**config.mk**
```make
export PLATFORM = sky130hd
export DESIGN_NAME = comp_4_bit
export DESIGN_NICKNAME = d
export VERILOG_FILES = /design/src/rtl/comp_pkg.sv /design/src/rtl/comp_1bit.sv /design/src/rtl/comp_4_bit.sv
export SDC_FILE = /design/constraint.sdc
export NUM_CORES = 1
export LEC_CHECK = 0
export BUFFER_PORTS_ARGS = -buffer_cell sky130_fd_sc_hd__buf_2
export CELL_PAD_IN_SITES_DETAIL_PLACEMENT = 0
export CELL_PAD_IN_SITES_GLOBAL_PLACEMENT = 1
export CORE_AREA = 2 2 39 41
export CTS_CLUSTER_DIAMETER = 50
export DETAILED_ROUTE_END_ITERATION = 8
export DIE_AREA = 0 0 41 43
export GPL_ROUTABILITY_DRIVEN = 0
export HOLD_SLACK_MARGIN = 0.15
export PLACE_DENSITY_LB_ADDON = 0.1
export SLEW_MARGIN = 5
export SYNTH_ARGS = -nofsm -noshare
export SYNTH_HDL_FRONTEND = slang
export SYNTH_SLANG_ARGS = --single-unit
export TNS_END_PERCENT = 10
```
**constraint.sdc**
```tcl
create_clock -name clk -period 0.8 [get_ports clk]
set_input_delay 0.04 -clock clk [delete_from_list [all_inputs] [get_ports clk]]
set_output_delay 0.04 -clock clk [all_outputs]
set_load 0.005 [all_outputs]
```
**src/rtl/comp_pkg.sv**
```systemverilog
// Shared types and constants for the registered magnitude comparator.
package comp_pkg;

  // Default operand width for comparator instances.
  localparam int DEFAULT_WIDTH = 4;

  // One-hot compare result; all-zero only before the first capture.
  typedef struct packed {
    logic gt;
    logic lt;
    logic eq;
  } cmp_res_t;

  localparam cmp_res_t CMP_GT   = '{gt: 1'b1, lt: 1'b0, eq: 1'b0};
  localparam cmp_res_t CMP_LT   = '{gt: 1'b0, lt: 1'b1, eq: 1'b0};
  localparam cmp_res_t CMP_EQ   = '{gt: 1'b0, lt: 1'b0, eq: 1'b1};
  localparam cmp_res_t CMP_NONE = '{gt: 1'b0, lt: 1'b0, eq: 1'b0};

endpackage : comp_pkg

```
**src/rtl/comp_1bit.sv**
```systemverilog
// One slice of an MSB-first magnitude compare cascade. Once an upstream
// slice has decided gt or lt, the decision passes straight through;
// otherwise the local bit pair decides, and equal bits keep eq alive.
module comp_1bit (
  input  logic a,
  input  logic b,
  input  logic gt_in,
  input  logic lt_in,
  input  logic eq_in,
  output logic gt_out,
  output logic lt_out,
  output logic eq_out
);

  // Pass an upstream decision through, else resolve from this bit pair.
  always_comb begin
    gt_out = gt_in;
    lt_out = lt_in;
    eq_out = eq_in;
    if (!gt_in && !lt_in) begin
      if (a != b) begin
        gt_out = a;
        lt_out = b;
        eq_out = 1'b0;
      end
    end
  end

endmodule : comp_1bit

```
**src/rtl/comp_4_bit.sv**
```systemverilog
// Registered unsigned magnitude comparator built from a chain of 1-bit
// slices, MSB first, followed by a single output register stage.
//
// Handshake: no ready signal and no backpressure. Operands are taken on
// every rising edge where in_valid=1; out_valid is high for exactly the
// cycle after each capture. While in_valid=0, out_valid drops and
// gt/lt/eq hold the last captured result.
module comp_4_bit
  import comp_pkg::*;
#(
  parameter int WIDTH = DEFAULT_WIDTH
) (
  input  logic             clk,
  input  logic             rst,
  input  logic             in_valid,
  input  logic [WIDTH-1:0] a,
  input  logic [WIDTH-1:0] b,
  output logic             out_valid,
  output logic             gt,
  output logic             lt,
  output logic             eq
);

  // Cascade nets: index WIDTH is the seed, index 0 is the final result.
  logic [WIDTH:0] gt_c;
  logic [WIDTH:0] lt_c;
  logic [WIDTH:0] eq_c;

  cmp_res_t res_q;
  logic     valid_q;

  // Nothing decided yet at the MSB: start out equal.
  assign gt_c[WIDTH] = 1'b0;
  assign lt_c[WIDTH] = 1'b0;
  assign eq_c[WIDTH] = 1'b1;

  for (genvar i = WIDTH - 1; i >= 0; i--) begin : g_slice
    comp_1bit u_slice (
      .a      (a[i]),
      .b      (b[i]),
      .gt_in  (gt_c[i+1]),
      .lt_in  (lt_c[i+1]),
      .eq_in  (eq_c[i+1]),
      .gt_out (gt_c[i]),
      .lt_out (lt_c[i]),
      .eq_out (eq_c[i])
    );
  end

  // Capture the cascade result on valid input; hold it through idle cycles.
  always_ff @(posedge clk or posedge rst) begin
    if (rst) begin
      valid_q <= 1'b0;
      res_q   <= CMP_NONE;
    end else begin
      valid_q <= in_valid;
      if (in_valid) begin
        res_q <= '{gt: gt_c[0], lt: lt_c[0], eq: eq_c[0]};
      end
    end
  end

  assign out_valid = valid_q;
  assign gt        = res_q.gt;
  assign lt        = res_q.lt;
  assign eq        = res_q.eq;

endmodule : comp_4_bit

```
==> impl_results.md <==
* PnR worst setup slack at ~0.032 ns
* Average vias per placed instance at 4.71
* Sequential share of power at 33.2%
* Synth Area in XOR/XNOR at 8.37%
* Max-cap violations at 0
* Ys Warns at 0
* Tightest Hold Check Type: primary input to register
* Antenna cells at 0
* Post-synthesis mux area share at 0%
* Clk Latency, worst-skew pair at 0.23 ns
* Switch share at 28.7%
* Worst slack, placed at -0.224 ns
* Post-layout power at roughly 710 µW
* Final Util at 37.1%
* Die W at 41 µm
* FF+latch count, synth at 4
* Data arrival time of the critical path at about 0.73 ns
* Final Cycle Share at 96.0%
* TritonCTS Sinks at 4
* Worst setup EP type: primary output
* Cells after synthesis at 34
* Share of cells above drive strength 1 at 48.1%
* Die ar. at roughly 1800 µm²
* Clock share of power at 34.5%
* Initial core utilization at approximately 23%
* Nets at 69
* # H-tree levels at 1
* P_sw at approximately 200 µW
* Drt drc at 0
* Clk pin slew, worst setup/hold paths at approximately 0.04 ns
* Crit-path slowest cell: dfrtp_1
* Worst Clk Skew at 0 ns
* P_int at about 500 µW
* Core area at 1380 µm²
* CP Cell Sequence: buf_2
* Startpoint types: register
* Io pins at 15
* Tot GR Track Use at 10.6%
* Initial antenna violation count at 0
* Deepest clock path buffer count at 2
* Leakage at 0.000221 µW
* Minimum clock period at 0.768 ns
* PD cells at 1390 nW/µm²
* Syn_nets at 47
* Post-detailed-route wirelength per cell at approximately 12 µm
* Vias in the first global route at between 300 and 400
* Synth Area in Compound Gates at 25.1%
* CP max stage delay at roughly 0.37 ns
* Cell family with most CP delay: flip-flops
* Register area share after synthesis at 31.9%
* Finished Layout Cells at 70
* Placed cell count at 65
* # rows at 14
* Logic pwr share at 32.3%
* Post-synthesis simple-gate area fraction at 18.3%
* First-pass GRT wire length at 1250 µm
* Crit-path max FO at 2
* Clk root buf: clkbuf_4
* Post-Syn Area per Cell at 9.24 µm²
* Detailed Route WL at 848 µm
* Final Hold Fails at 0
* Num CTS Buffers at 3
* P&R area growth vs syn at 63.3%
* Largest net degree at the start of global routing at 8
* Die height at roughly 43 µm
* Maximum vdd drop at 0.445 mV
* Final setup fails at 0
* Worst path buffer plus inverter count at 1
* FMAX at around 1300 MHz
* Drt pass-1 iters at 4
* Post-CTS setup buffer count at 0
* Slew headroom at 75.0%
* Main combinational cell family by area after synthesis: compound AO/OA/AOI/OAI gates
* Synth Area in Adders at 7.97%
* Critical Path RT at 0.76 ns
* TritonCTS clock tree: yes
* Synthesized area at around 310 µm²
* Setup CP Type: register to primary output
* Status: finished clean
* Iteration-0 DRC Markers at 2
* Max Transition Viols Final at 0
* Antenna-violating nets left at 0
* Vias at 330
* Cell variety after synth at 15
* Grt ovf at 0
* Port bufs at 14
* Worst Max-Slew Pin Slew at 0.373 ns
* Dpl hpwl at 637 µm
[cell type report]
class                   count  area (µm²)
clock buffers               3        22.5
well taps                  16        20.0
multi-input cells          23         236
flip-flops and latches      4         100
fillers                   147         871
inverters                   7        33.8
repair buffers             17         100
[synthesized netlist by cell type]
master	instances	area, µm²
a211oi_1	1	7.51
ha_1	2	25.0
dfrtp_1	4	100
a311oi_1	2	17.5
nor3b_2	1	12.5
o31ai_1	2	15.0
o2111ai_1	2	17.5
nor3b_1	2	15.0
nand2b_1	2	12.5
nand3_1	1	5.00
inv_1	7	26.3
o211ai_1	2	15.0
o22ai_1	1	6.26
xnor2_1	3	26.3
nor2b_1	2	12.5
[power by group through the flow]
stage / registers, µW / logic, µW / clock network [µW]
detailed placement: 239 / 196 / 0
CTS: 237 / 201 / 261
finish: 236 / 230 / 245
global placement: 238 / 198 / 0
global route: 238 / 259 / 266
floorplan: 241 / 105 / 0
[layer usage]
layer	global-route usage, %	up-vias	wire (µm)
li1	-	167	-
met1	11.2	152	297
met2	15.9	11	496
met3	2.09	0	54
met4	10.7	0	0
met5	0	-	0
[state kept, by name, summed over array words and instances, names as in the netlist]
name / cells
gt: 1
out_valid: 1
lt: 1
eq: 1
[layout by cell type (no fill, tap or decap), types with 2 or more instances in the layout]
| cell type | synthesis | layout |
|---|---|---|
| nor3b_1 | 2 | 2 |
| dfrtp_1 | 4 | 4 |
| dlygate4sd3_1 | 0 | 2 |
| a311oi_1 | 2 | 2 |
| nor2b_1 | 2 | 2 |
| xnor2_1 | 3 | 3 |
| o2111ai_2 | 0 | 2 |
| clkbuf_4 | 0 | 3 |
| inv_1 | 7 | 5 |
| buf_4 | 0 | 2 |
| nand2b_1 | 2 | 2 |
| ha_4 | 0 | 2 |
| o211ai_1 | 2 | 2 |
| buf_2 | 0 | 13 |
[stage by stage]
step                setup TNS [ns]  area [µm²]  hold slack, ns
floorplan                 -0.00672         337          -0.194
global placement            -0.609         434         -0.0783
detailed placement          -0.514         434         -0.0701
CTS                              0         467          0.0535
global route               -0.0718         513           0.189
finish                           0         513           0.151
[worst paths after layout]
check | slack (ns) | cells past startpoint | endpoint | from
max reg2reg | 0.14 | 2 | lt | lt
min in group asynchronous | 0.23 | 3 | out_valid | rst
min | 0.15 | 4 | gt | b[0]
max in group asynchronous | 0.42 | 3 | lt | rst
min reg2reg | 0.52 | 2 | lt | lt
max | 0.03 | 1 | gt | gt
[logic make-up after synthesis]
kind of cell | after synthesis
compound gates | 10
xor+xnor | 3
fa+ha+maj | 2
buf+inv | 7
flops | 4
simple gates | 8
[timing repair]
action / in CTS / in global routing
setup endpoints to repair: 0 / 2
gates resized for setup: 0 / 7
hold endpoints to repair: 6 / 1
hold buffers: 1 / 1
Power figures use the tool's default switching activity.
